**config.mk**
```make
export PLATFORM = sky130hd
export DESIGN_NAME = seq_stream_ctrl_flat
export DESIGN_NICKNAME = d
export VERILOG_FILES = /design/src/rtl/seq_ctrl_pkg.sv /design/src/rtl/seq_stream_ctrl_if.sv /design/src/rtl/seq0101_core.sv /design/src/rtl/seq_stream_ctrl.sv /design/src/flat_wrapper.sv
export SDC_FILE = /design/constraint.sdc
export NUM_CORES = 1
export LEC_CHECK = 0
export CAP_MARGIN = 5
export CORE_MARGIN = 5
export CORE_UTILIZATION = 50
export CTS_CLUSTER_SIZE = 30
export DETAILED_ROUTE_END_ITERATION = 8
export PLACE_DENSITY_LB_ADDON = 0.2
export SLEW_MARGIN = 30
export SYNTH_ARGS = -nofsm -noshare
export SYNTH_HDL_FRONTEND = slang
export SYNTH_SLANG_ARGS = --single-unit
```
**constraint.sdc**
```tcl
create_clock -name clk -period 2.7 [get_ports clk]
set_clock_uncertainty 0.15 [all_clocks]
set_input_delay 0.54 -clock clk [delete_from_list [all_inputs] [get_ports clk]]
set_output_delay 0.54 -clock clk [all_outputs]
set_load 0.02 [all_outputs]
```
**src/rtl/seq_ctrl_pkg.sv**
```systemverilog
// seq_ctrl_pkg: shared state encodings for the 0101 stream sequencer
package seq_ctrl_pkg;
    typedef enum logic {IDLE, SHIFT} ctrl_t;
    typedef enum logic [2:0] {S0, S1, S2, S3, S4} det_t;
endpackage

```
**src/rtl/seq_stream_ctrl_if.sv**
```systemverilog
// seq_stream_ctrl_if: valid/ready word handshake between producer and serialiser
interface seq_stream_ctrl_if #(parameter int DATA_W = 8);
    logic [DATA_W-1:0] data;
    logic              valid;
    logic              ready;
    modport master (output data, valid, input ready);
    modport slave (input data, valid, output ready);
endinterface

```
**src/rtl/seq0101_core.sv**
```systemverilog
// seq0101_core: overlapping 0101 Moore detector, advances only on bit_vld; hit pulses on entry to the match state
module seq0101_core
    import seq_ctrl_pkg::*;
(
    input  logic clk,
    input  logic rst_n,
    input  logic clr,
    input  logic bit_vld,
    input  logic bit_in,
    output logic match,
    output logic hit
);
    det_t st, st_nx;
    always_ff @(posedge clk or negedge rst_n)
        if (!rst_n) st <= S0;
        else st <= clr ? S0 : st_nx;
    always_comb begin
        st_nx = st;
        if (bit_vld)
            case (st)
                S0: st_nx = bit_in ? S0 : S1;
                S1: st_nx = bit_in ? S2 : S1;
                S2: st_nx = bit_in ? S0 : S3;
                S3: st_nx = bit_in ? S4 : S1;
                S4: st_nx = bit_in ? S0 : S3;
                default: st_nx = S0;
            endcase
        match = st == S4;
        hit = bit_vld && st_nx == S4;
    end
endmodule

```
**src/rtl/seq_stream_ctrl.sv**
```systemverilog
// seq_stream_ctrl: MSB-first word serialiser feeding a 0101 detector, saturating match counter and sticky irq.
// Define MATCH_POS_EN to add last_pos, the stream position of the most recent match.
module seq_stream_ctrl
    import seq_ctrl_pkg::*;
#(
    parameter int DATA_W = 8,
    parameter int CNT_W  = 8
)(
    input  logic             clk,
    input  logic             rst_n,
    seq_stream_ctrl_if.slave s,
    input  logic             clr,
    input  logic [CNT_W-1:0] thresh,
    output logic             bit_out,
    output logic             bit_vld,
    output logic             match,
    output logic [CNT_W-1:0] match_cnt,
    output logic             busy,
    output logic             irq
`ifdef MATCH_POS_EN
    , output logic [15:0]    last_pos
`endif
);
    localparam int IW = (DATA_W > 1) ? $clog2(DATA_W) : 1;
    ctrl_t st, st_nx;
    logic [DATA_W-1:0] sreg;
    logic [IW-1:0] idx;
    logic last, accept, hit;
    logic [CNT_W-1:0] cnt_nx;
    always_comb begin
        busy = st == SHIFT;
        last = busy && idx == IW'(DATA_W - 1);
        s.ready = !busy || last;
        accept = s.valid && s.ready;
        st_nx = accept ? SHIFT : (last ? IDLE : st);
        bit_vld = busy;
        bit_out = sreg[DATA_W-1];
        cnt_nx = (hit && !(&match_cnt)) ? match_cnt + 1'b1 : match_cnt;
    end
    always_ff @(posedge clk or negedge rst_n)
        if (!rst_n) begin
            st <= IDLE;
            sreg <= '0;
            idx <= '0;
        end else begin
            st <= st_nx;
            sreg <= accept ? s.data : (busy ? sreg << 1 : sreg);
            idx <= accept ? '0 : (busy ? idx + 1'b1 : idx);
        end
    seq0101_core u_core (
        .clk    (clk),
        .rst_n  (rst_n),
        .clr    (clr),
        .bit_vld(bit_vld),
        .bit_in (bit_out),
        .match  (match),
        .hit    (hit)
    );
    // irq only fires on the increment that reaches thresh, so retuning thresh never clears or retriggers it
    always_ff @(posedge clk or negedge rst_n)
        if (!rst_n) begin
            match_cnt <= '0;
            irq <= 1'b0;
        end else if (clr) begin
            match_cnt <= '0;
            irq <= 1'b0;
        end else begin
            match_cnt <= cnt_nx;
            if (hit && thresh != '0 && cnt_nx == thresh) irq <= 1'b1;
        end
`ifdef MATCH_POS_EN
    logic [15:0] pos;
    always_ff @(posedge clk or negedge rst_n)
        if (!rst_n) begin
            pos <= '0;
            last_pos <= '0;
        end else begin
            if (bit_vld) pos <= pos + 16'd1;
            if (clr) last_pos <= '0;
            else if (hit) last_pos <= pos;
        end
`endif
endmodule

```
**src/flat_wrapper.sv**
```systemverilog
// flat-port wrapper written by rule: the top's interface ports become plain ports
module seq_stream_ctrl_flat import seq_ctrl_pkg::*;
#(
    parameter int DATA_W = 8,
    parameter int CNT_W  = 8
)
  (clk, rst_n, clr, thresh, bit_out, bit_vld, match, match_cnt, busy, irq, s_data, s_valid, s_ready);
  seq_stream_ctrl_if #(.DATA_W(DATA_W)) s_i ();
  input  logic clk;
  input  logic rst_n;
  input  logic clr;
  input  logic [CNT_W-1:0] thresh;
  output logic bit_out;
  output logic bit_vld;
  output logic match;
  output logic [CNT_W-1:0] match_cnt;
  output logic busy;
  output logic irq;
  input wire logic [$bits(s_i.data)-1:0] s_data;
  input wire logic [$bits(s_i.valid)-1:0] s_valid;
  output wire logic [$bits(s_i.ready)-1:0] s_ready;
  assign s_i.data = s_data;
  assign s_i.valid = s_valid;
  assign s_ready = s_i.ready;
  seq_stream_ctrl #(.DATA_W(DATA_W), .CNT_W(CNT_W)) u_core (.clk(clk), .rst_n(rst_n), .s(s_i), .clr(clr), .thresh(thresh), .bit_out(bit_out), .bit_vld(bit_vld), .match(match), .match_cnt(match_cnt), .busy(busy), .irq(irq));
endmodule
```
# Word level (Yosys, flattened, before mapping)

Cells that the tools add are included.

Bits in read-only memories: 0
Memories: 0
RAM bits: 0
Flip-flop bits (word level): 24
Bits in latches: 0
Output and inout bits: 14
Bits of input ports: 20

Bitwise logic cells: 0
Reduce and logical (&&, ||, !) cells: 16
Div/mod/pow operators: 0
Equal/unequal tests: 7
$add $sub $neg: 2
Shift-type cells: 0
Multiply operators: 0
Muxes and demuxes: 17
Order comparisons: 0

Operator list:

| operator                                                        | count |
|---|---|
| 8-bit 2-to-1 mux                                                | 4 |
| 3-bit 2-to-1 mux                                                | 5 |
| 3-bit one-hot mux with 4 select lines                           | 1 |
| 3-bit == test, second input constant                            | 3 |
| 8-bit by 1-bit adder with 8-bit output, second input constant   | 1 |
| 8-bit == test                                                   | 1 |
| 8-bit AND reduction                                             | 1 |
| 8-bit nonzero test                                              | 1 |
| 3-bit by 2-bit == test with 1-bit output, second input constant | 2 |
| 1-bit logical AND                                               | 6 |
| 2-bit nonzero test                                              | 3 |
| 1-bit 2-to-1 mux                                                | 5 |
| 2-bit 2-to-1 mux                                                | 2 |
| 3-bit by 1-bit adder with 3-bit output, second input constant   | 1 |
| 3-bit by 1-bit == test with 1-bit output, second input constant | 1 |
| 3-bit logical NOT                                               | 1 |
| 1-bit logical NOT                                               | 2 |
| 2-bit OR reduction                                              | 1 |
| 1-bit logical OR                                                | 1 |

# Logic depth before layout (Yosys ltp)

Depth after elaboration: 12
Mapped depth: 7

# Modules after synthesis

From an unflattened synthesis, not the netlist that was laid out.

Cell total of the unflattened synthesis: 142
Area total of the unflattened synthesis: 1342.5 µm²

Modules (own cells, without submodules):

| module          | cells an instance | sequential area each (µm²) | area an instance (µm²) | instances |
|---|---|---|---|---|
| seq_stream_ctrl | 123               | 525.5                      | 1167.4                 | 1 |
| seq0101_core    | 19                | 75.1                       | 175.2                  | 1 |

# Worst setup path before layout

Ideal clock, no wire load.

Kind: flip-flop to flip-flop
Start: reg u_core.match_cnt[0]
End: reg u_core.irq
Cell stages (with the launch flop): 8
Setup time: 0.095 ns
Path slack: 0.442 ns
Data arrival time: 2.012 ns
Cells stage by stage: dfrtp_1 -> ha_1 -> nand3_4 -> nor4_2 -> and3b_1 -> o32ai_1 -> a211o_1 -> o32ai_2

Longest elaborated chain between the ends: 7

RTL lines:

| what                                                                           | line                  | source |
|---|---|---|
| from (decl)                                                                    | seq_stream_ctrl.sv:17 | `output logic [CNT_W-1:0] match_cnt,` |
| from (signal assigned)                                                         | seq_stream_ctrl.sv:68 | `match_cnt <= cnt_nx;` |
| branches (longest 3 deep; another with 8-bit by 1-bit adder with 8-bit output) | n/a                   |  |
| 8-bit 2-to-1 mux *                                                             | seq_stream_ctrl.sv:38 | `cnt_nx = (hit && !(&match_cnt)) ? match_cnt + 1'b1 : match_cnt;` |
| 8-bit == test *                                                                | seq_stream_ctrl.sv:69 | `if (hit && thresh != '0 && cnt_nx == thresh) irq <= 1'b1;` |
| 1-bit logical AND *                                                            | seq_stream_ctrl.sv:69 |  |
| 2-bit nonzero test (no line) *                                                 | n/a                   |  |
| to (signal assigned)                                                           | seq_stream_ctrl.sv:63 | `irq <= 1'b0;` |
| to (signal assigned)                                                           | seq_stream_ctrl.sv:66 | `irq <= 1'b0;` |
| to (signal assigned)                                                           | seq_stream_ctrl.sv:69 |  |
| to (decl)                                                                      | seq_stream_ctrl.sv:19 | `output logic irq` |

Every way passes the cells marked *.
A chain may end at the register's enable or synchronous reset.

# Worst setup path after layout

Start: reg u_core.idx[0]
End: out s_ready

Longest elaborated chain between the ends: 3

RTL lines:

| what                   | line                  | source |
|---|---|---|
| from (decl)            | seq_stream_ctrl.sv:27 | `logic [IW-1:0] idx;` |
| from (signal assigned) | seq_stream_ctrl.sv:48 | `idx <= accept ? '0 : (busy ? idx + 1'b1 : idx);` |
| 3-bit == test          | seq_stream_ctrl.sv:32 | `last = busy && idx == IW'(DATA_W - 1);` |
| 1-bit logical AND      | seq_stream_ctrl.sv:32 |  |
| 1-bit logical OR       | seq_stream_ctrl.sv:33 | `s.ready = !busy \|\| last;` |
| to (decl)              | flat_wrapper.sv:21    | `output wire logic [$bits(s_i.ready)-1:0] s_ready;` |

No other way between the ends.

==> metrics <==
status finished, final reports clean; crit start category register; Mean Syn Cell Area 8.86 um^2; Root Buffer clkbuf_4; synth cell count leaders dfrtp_1 (24), nor2_1 (22), inv_1 (17); R2R cell count 7; Crit path required time 2010 ps; vias ~1500; grt total ovfl 0; share of layout cells above drive strength 1 approximately 10%; Post-synth ARST share 100%; Min-Delay Path Depth 1; Fin Setup TNS 0 ps; reg2reg setup slack 280 ps; vias per inst ~5.8; top cell type's share of synthesized area 38.1%; CTS Buf Count 3; Final Hold Viols 0; CP startpoint u_core.idx[0]$_DFFE_PN0P_; Pwr Density 589 nW/um^2; Max H-tree Level 1; GP Congestion 0.920; largest area contributor in the netlist dfrtp_1; number of gates resized after cts 0; Max Freq just under 400 MHz; postcts setup bufs 0; Critical R2R Capture u_core.irq$_DFFE_PN0P_; slowest stage delay, CP around 540 ps; r2r startpoint u_core.match_cnt[1]$_DFF_PN0_; Core ar. 3030 um^2; # Max-Cap Violations 0; initial DRC count 101; Final min period 2540 ps; fin. max-slew vios 0; first-pass iteration count of the detailed router 4; crit path cell chain ha_1, ha_1, nand2b_1, clkdlybuf4s50_1; Initial Utilization 52.1%; Post-synth EDFFs 0; largest net degree at the start of global routing 25; Hold Path Class register to register; Cells after Synth 178; nets@finish 237; DRC 0; yosys warns 0; Fillers 240; CP max stage cell clkdlybuf4s50_1; Layout area overhead 26.5%; Max VDD drop 377 uV; RSZ-0062 raised after global routing false; CTS tree done; clk slew on worst S/H paths approximately 120 ps; initial antenna violation count 0; slew at the pin with the worst max-slew slack roughly 390 ps; number of diodes 0; drt wl/cell 15.5 um; count leader, synth dfrtp_1; height of the die 66.2 um; Post-Synthesis Cell Area 1580 um^2; sequential share of the synthesized area 38.1%; Boundary Pins 34; Worst-Skew Late Latency between 300 and 400 ps; Distinct cells, synth roughly 50; relative slew slack around 74%; WL final 3960 um; Worst setup EP type output pin; Main synth FF type dfrtp_1; Crit Path Category register to output pin; Synth area leaders dfrtp_1 (38%), nor2_1 (5.2%), inv_1 (4.0%); Final ANT Viol Nets 0; CP max FO 3; row count 20; I/O Buffers 33; Hold WS 369 ps; number of global-route vias before repair between 1000 and 1500; leakage dissipation 0.805 nW; Seq cells post-synth 24; CTS Hold Bufs 0; HPWL after DPL 3060 um; Worst Path Arrival 1850 ps; # setup viols final 0; Worst path most repeated cell ha_1; Global Route Usage Sum 19.8%; period utilization 94.2%; CTS Buffer Depth 2; Hold Crit Endpoint u_core.idx[1]$_DFFE_PN0P_; die area approximately 4400 um^2; die span in x 66.2 um; first-pass GRT wire length 6760 um; syn_nets 201; CTS Sinks 24; Hold Path Origin u_core.idx[1]$_DFFE_PN0P_
-- layout make-up --
cell class | count | area (um^2) | share of cell area (%)
Tap cell | 44 | 55.1 | 2.76
Sequential cell | 24 | 601 | 30.1
Timing Repair Buffer | 40 | 383 | 19.2
Inverter | 17 | 63.8 | 3.20
Clock buffer | 3 | 22.5 | 1.13
Multi-Input combinational cell | 128 | 871 | 43.6
-- registers in the layout, summed over array words and instances (netlist names) --
| signal | cells |
|---|---|
| u_core.match_cnt | 8 |
| u_core.sreg | 8 |
| u_core.idx | 3 |
| u_core.u_core.st | 3 |
| u_core.bit_vld | 1 |
| u_core.irq | 1 |
-- worst max-delay path, delay by kind of cell (launching register included) --
family	cells	cell delay [ps]
AND/OR/NAND/NOR	1	160
buffers and inverters	1	540
adder cells (fa/ha/maj)	2	420
flip-flops	1	420
-- cell families after synthesis --
logic type | count (synthesis) | synth area share, %
DFF | 24 | 38.1
buffers and inverters | 26 | 6.74
xor gates and xnor gates | 8 | 4.92
and+or+nand+nor | 64 | 23.0
muxes | 5 | 3.17
adders and majority gates | 3 | 2.38
AOI/OAI and AO/OA | 48 | 21.7
-- metal layers --
| layer | up-vias | part of all wire (%) | GRT usage [%] |
|---|---|---|---|
| met3 | 4 | 5.6 | 3.40 |
| met5 | - | 0 | 0 |
| met2 | 49 | 51 | 34.9 |
| met1 | 707 | 43 | 24.0 |
| li1 | 719 | - | - |
| met4 | 0 | 0.63 | 6.60 |
-- metrics by stage --
stage / power [mW] / cells / worst slack [ps] / cell area, um^2 / util, %
after floorplan: 0.850 / 178 / 442 / 1580 / -
after global placement: 0.991 / 253 / 309 / 1970 / 65.2
after detailed placement: 1.03 / 253 / 187 / 1970 / 65.2
after CTS: 1.19 / 256 / 112 / 2000 / 65.9
after global routing: 1.27 / 256 / 62.6 / 2000 / 65.9
final: 1.18 / 256 / 155 / 2000 / 65.9
-- layout by cell type, fill, tap and decap left out, types with 2 or more instances in the layout --
master / netlist / final
a21oi_1: 12 / 12
a311oi_1: 3 / 3
a31oi_1: 8 / 8
a32o_1: 2 / 2
buf_4: 2 / 7
clkbuf_4: 0 / 3
clkdlybuf4s50_1: 0 / 33
dfrtp_1: 24 / 24
ha_1: 3 / 3
inv_1: 17 / 17
mux2i_1: 5 / 5
nand2_1: 9 / 9
nand2b_1: 3 / 3
nand3_1: 5 / 5
nand4_1: 2 / 2
nor2_1: 22 / 22
nor3_1: 4 / 4
nor4_1: 3 / 3
nor4_2: 2 / 2
o21ai_0: 5 / 5
o22ai_1: 7 / 7
xnor2_1: 4 / 4
xor2_1: 3 / 3
-- power breakdown --
| group | switching (mW) | leakage (nW) | internal [mW] |
|---|---|---|---|
| clock network | 0.0999 | 0.0138 | 0.0521 |
| logic | 0.258 | 0.478 | 0.237 |
| registers | 0.0766 | 0.312 | 0.451 |
-- worst max-delay path by stage --
stage	to	slack, ps
2_1_floorplan	u_core.irq$_DFFE_PN0P_	440
3_3_place_gp	u_core.irq$_DFFE_PN0P_	310
3_5_place_dp	u_core.irq$_DFFE_PN0P_	190
4_1_cts	s_ready	110
5_1_grt	s_ready	60
6_report	s_ready	160
(Power assumes the default switching activity.)
==> variant 1: new RTL, same flow settings <==
Encoding of `det_t`: now Gray code (3 bits for 5 values).
--- a/src/rtl/seq_ctrl_pkg.sv
+++ b/src/rtl/seq_ctrl_pkg.sv
@@ -1,6 +1,6 @@
 // seq_ctrl_pkg: shared state encodings for the 0101 stream sequencer
 package seq_ctrl_pkg;
     typedef enum logic {IDLE, SHIFT} ctrl_t;
-    typedef enum logic [2:0] {S0, S1, S2, S3, S4} det_t;
+    typedef enum logic [2:0] {S0 = 3'b000, S1 = 3'b001, S2 = 3'b011, S3 = 3'b010, S4 = 3'b110} det_t;
 endpackage
 
Formal check against the unedited RTL: no difference found for any inputs over 10 cycles, from zero or initial values and one cycle with rst_n low; not proved beyond that.
==> variant 1 against the unedited design <==
Synthesized area fell by 5.9%; combinational power rose by 17%; worst setup slack improved by 7.2 ps; global-route usage fell by 1.8 points; final area fell by 4.7%; sequential cell count did not move; maximum frequency rose by 0.28%; wire length fell by 11%; power rose by 11%; sequential share of layout area rose by 1.5 points; first-iteration DRC count fell by 18%; synthesized cell count fell by 6.2%; clock power rose by 24%; largest cell class unchanged; largest power group is now combinational logic.
==> variant 1: results <==
export IMPL_outcome="completed"
export IMPL_syn_instance_count=167
export IMPL_hold_path_class="reg2reg"
export IMPL_p_leak_nw=0.811
export IMPL_placed_cells=228
export IMPL_place_hpwl_um=2720
export IMPL_synth_distinct_cells=43
export IMPL_clkTransAtPathRegs_ps=130
export IMPL_drtPass1Iterations=4
export IMPL_relSlewSlack_pct=75.1
export IMPL_synthesis_nets=190
export IMPL_whs_path_depth=1
export IMPL_grt_pass1_vias=1299
export IMPL_routedWlPerCell_um=15.2
export IMPL_ys_seq_area_share_pct=40.4
export IMPL_drt_iter0_markers=83
export IMPL_track_usage_pct=18.0
export IMPL_clk_path_buf_depth=2
export IMPL_ir_worst_vdd_mv=0.372
export IMPL_placed_area_mm2=0.00186
export IMPL_drive_gt1_share_pct=10.4
export IMPL_ys_top_cells_by_count="24 x dfrtp_1, 21 x nor2_1, 12 x a21oi_1, 12 x inv_1, 9 x a31oi_1"
export IMPL_worst_ep_arrival_time_ps=1850
export IMPL_yosys_top_cells_area="dfrtp_1 40%, nor2_1 5.3%, a21oi_1 4.0%"
export IMPL_drv_cap=0
export IMPL_fillers=253
export IMPL_syn_to_final_growth_pct=28.1
export IMPL_crit_fanout=6
export IMPL_nNetsFinal=225
export IMPL_via_per_inst=5.88
export IMPL_layout_cells_non_filler=232
export IMPL_grt_pass1_wl_um=6050
export IMPL_clkLatencyLatePin_ps=310
export IMPL_gp_congestion=0.907
variant 1: cell type report:
class	instances	area [µm²]	share of cell area (%)
well taps	31	38.8	2.04
flip-flops and latches	24	601	31.6
repair buffers	39	375	19.7
inverters	12	45.0	2.37
clock buffers	4	36.3	1.91
multi-input cells	122	806	42.4
variant 1: stage by stage:
step / hold WS (ps) / setup WS, ps
final: 371 / 163
after global routing: 390 / 45.1
after CTS: 374 / 150
after detailed placement: 344 / 50.8
after global placement: 329 / 171
after floorplan: 94.4 / 473
variant 1: where the power goes:
| part | leakage [nW] | total [mW] | internal (mW) | switching, mW |
|---|---|---|---|---|
| clock | 0.0210 | 0.188 | 0.0824 | 0.106 |
| combinational | 0.478 | 0.579 | 0.282 | 0.297 |
| sequential | 0.312 | 0.538 | 0.457 | 0.0812 |
| total | 0.811 | 1.31 | 0.821 | 0.484 |
variant 1: worst paths after layout:
path                                               start                             to  slack (ps)
min                            u_core.idx[1]$_DFFE_PN0P_      u_core.idx[1]$_DFFE_PN0P_         370
max reg2reg                u_core.match_cnt[0]$_DFF_PN0_         u_core.irq$_DFFE_PN0P_         290
min in group asynchronous                          rst_n  u_core.match_cnt[7]$_DFF_PN0_         410
max                        u_core.u_core.st[0]$_DFF_PN0_                          match         160
max in group asynchronous                          rst_n     u_core.sreg[5]$_DFFE_PN0P_        1760
min reg2reg                    u_core.idx[1]$_DFFE_PN0P_      u_core.idx[1]$_DFFE_PN0P_         370
variant 1: kinds of logic after synthesis:
| family | after synthesis | share of synthesized area [%] |
|---|---|---|
| fa+ha+maj | 3 | 2.53 |
| buf+inv | 21 | 5.73 |
| simple gates | 60 | 21.2 |
| compound gates | 45 | 21.0 |
| flops | 24 | 40.4 |
| mux | 4 | 2.70 |
| xor+xnor | 10 | 6.40 |
variant 1: routing by layer:
layer / global-route usage, % / vias up / share of wire (%)
met2: 29.1 / 38 / 48
met3: 3.45 / 6 / 5.2
met5: 0 / - / 0
met4: 5.28 / 0 / 1.3
met1: 24.6 / 645 / 45
li1: - / 676 / -
variant 1: repair_timing:
| item | in CTS | in global routing |
|---|---|---|
| gates resized for setup | 0 | 1 |
| setup buffers | 0 | 0 |
| setup endpoints to repair | 0 | 1 |
variant 1: critical path: stages, from the launching register on:
cell and delay [ps]:
dfrtp_1 460, and2b_2 320, and2_2 160, clkdlybuf4s50_1 590
==> variant 2: new RTL, config.mk and constraints unchanged <==
Made on the original files. `CNT_W` is set to 8 in 2 places; all go to 12.
--- a/src/rtl/seq_stream_ctrl.sv
+++ b/src/rtl/seq_stream_ctrl.sv
@@ -4,7 +4,7 @@
     import seq_ctrl_pkg::*;
 #(
     parameter int DATA_W = 8,
-    parameter int CNT_W  = 8
+    parameter int CNT_W  = 12
 )(
     input  logic             clk,
     input  logic             rst_n,
--- a/src/flat_wrapper.sv
+++ b/src/flat_wrapper.sv
@@ -2,7 +2,7 @@
 module seq_stream_ctrl_flat import seq_ctrl_pkg::*;
 #(
     parameter int DATA_W = 8,
-    parameter int CNT_W  = 8
+    parameter int CNT_W  = 12
 )
   (clk, rst_n, clr, thresh, bit_out, bit_vld, match, match_cnt, busy, irq, s_data, s_valid, s_ready);
   seq_stream_ctrl_if #(.DATA_W(DATA_W)) s_i ();
Interface: changed (resized match_cnt and thresh); port bits go from 34 to 42. No check against the original RTL was run, so the function may have changed too.
==> variant 2 against the unedited design <==
Synthesized cell count increased by 13%; final cell count increased by 13%; sequential cell count increased by 4; register-to-register slack got worse by 30 ps; sequential share of layout area decreased by 0.34 points; synthesized area increased by 16%; non-clock buffer count increased by 8; global-route usage decreased by 1.7 points; final area increased by 18%; power increased by 13%; wire length increased by 9.9%; maximum frequency increased by 2.1%; worst setup slack improved by 53 ps; critical endpoint unchanged.
==> variant 2: results <==
export IMPL_outcome="completed"
export IMPL_pre_cts_ws_ps=255
export IMPL_fillers=311
export IMPL_critical_path_reg2reg_startpoint="u_core.match_cnt[0]$_DFF_PN0_"
export IMPL_min_to="u_core.idx[2]$_DFFE_PN0P_"
export IMPL_multiInputGateArea_mm2=0.00104
export IMPL_grt_pass1_wl_um=7560
export IMPL_routedWlPerCell_um=15.1
export IMPL_yosys_mux_area_fraction_pct=2.93
export IMPL_ir_worst_vdd_mv=0.485
export IMPL_p_total_mw=1.33
export IMPL_ys_top_cells_by_count="28 x dfrtp_1, 21 x nor2_1, 14 x a21oi_1, 13 x xnor2_1, 9 x inv_1"
export IMPL_worst_ep_arrival_time_ps=1800
export IMPL_netSwitchingPower_mw=0.441
export IMPL_grt_max_degree=29
export IMPL_track_usage_pct=18.1
export IMPL_synthesis_nets=228
export IMPL_fmax_ghz=0.401
export IMPL_placed_cells=284
export IMPL_via_per_inst=5.68
export IMPL_n_antenna_cell=0
export IMPL_drt_iter0_markers=99
export IMPL_vias=1637
export IMPL_ys_seq_area_share_pct=38.1
export IMPL_async_flop_share_pct=100
export IMPL_synth_compound_area_share_pct=17.2
export IMPL_syn_mean_instance_area_um2=9.14
export IMPL_placed_area_mm2=0.00230
export IMPL_yosys_top_cells_area="dfrtp_1 38%, xnor2_1 6.2%, nor2_1 4.3%"
export IMPL_clkTransAtPathRegs_ps=100
export IMPL_synth_fa_ha_area_share_pct=2.04
export IMPL_worstHoldStart="u_core.idx[2]$_DFFE_PN0P_"
export IMPL_root_buffer="clkbuf_8"
export IMPL_p_leak_nw=0.927
export IMPL_ff2ff_path_depth=8
export IMPL_synth_xor_area_share_pct=10.9
export IMPL_nNetsFinal=268
export IMPL_place_hpwl_um=3300
export IMPL_whs_path_depth=1
export IMPL_gp_congestion=0.829
export IMPL_port_buffers=41
variant 2: cell types whose count changed after synthesis, sizes merged, moves of 2 or more:
cell     delta
a21oi       +2
and3        +2
buf         +4
dfrtp       +4
inv         -8
nand3       -4
nand3b      +3
nand4       +6
nor3b       +2
o2111ai     +3
xnor2      +10
xor2        +4
variant 2: metal layers:
layer | part of all wire (%) | track usage (%)
met5 | 0 | 0
met4 | 0.85 | 3.97
met3 | 5.3 | 3.27
met2 | 50 | 32.7
met1 | 44 | 22.5
variant 2: final cells by class:
type | instances | area share, %
Multi-Input combinational cell | 151 | 44.3
Sequential cell | 28 | 29.8
Timing Repair Buffer | 48 | 19.7
Tap cell | 48 | 2.55
Clock buffer | 4 | 2.34
Inverter | 9 | 1.43
variant 2: worst max-delay path, stage by stage, from the launching register on:
cell,delay (ps)
dfrtp_1,410
ha_1,210
ha_1,190
nand2b_1,170
clkdlybuf4s50_1,550
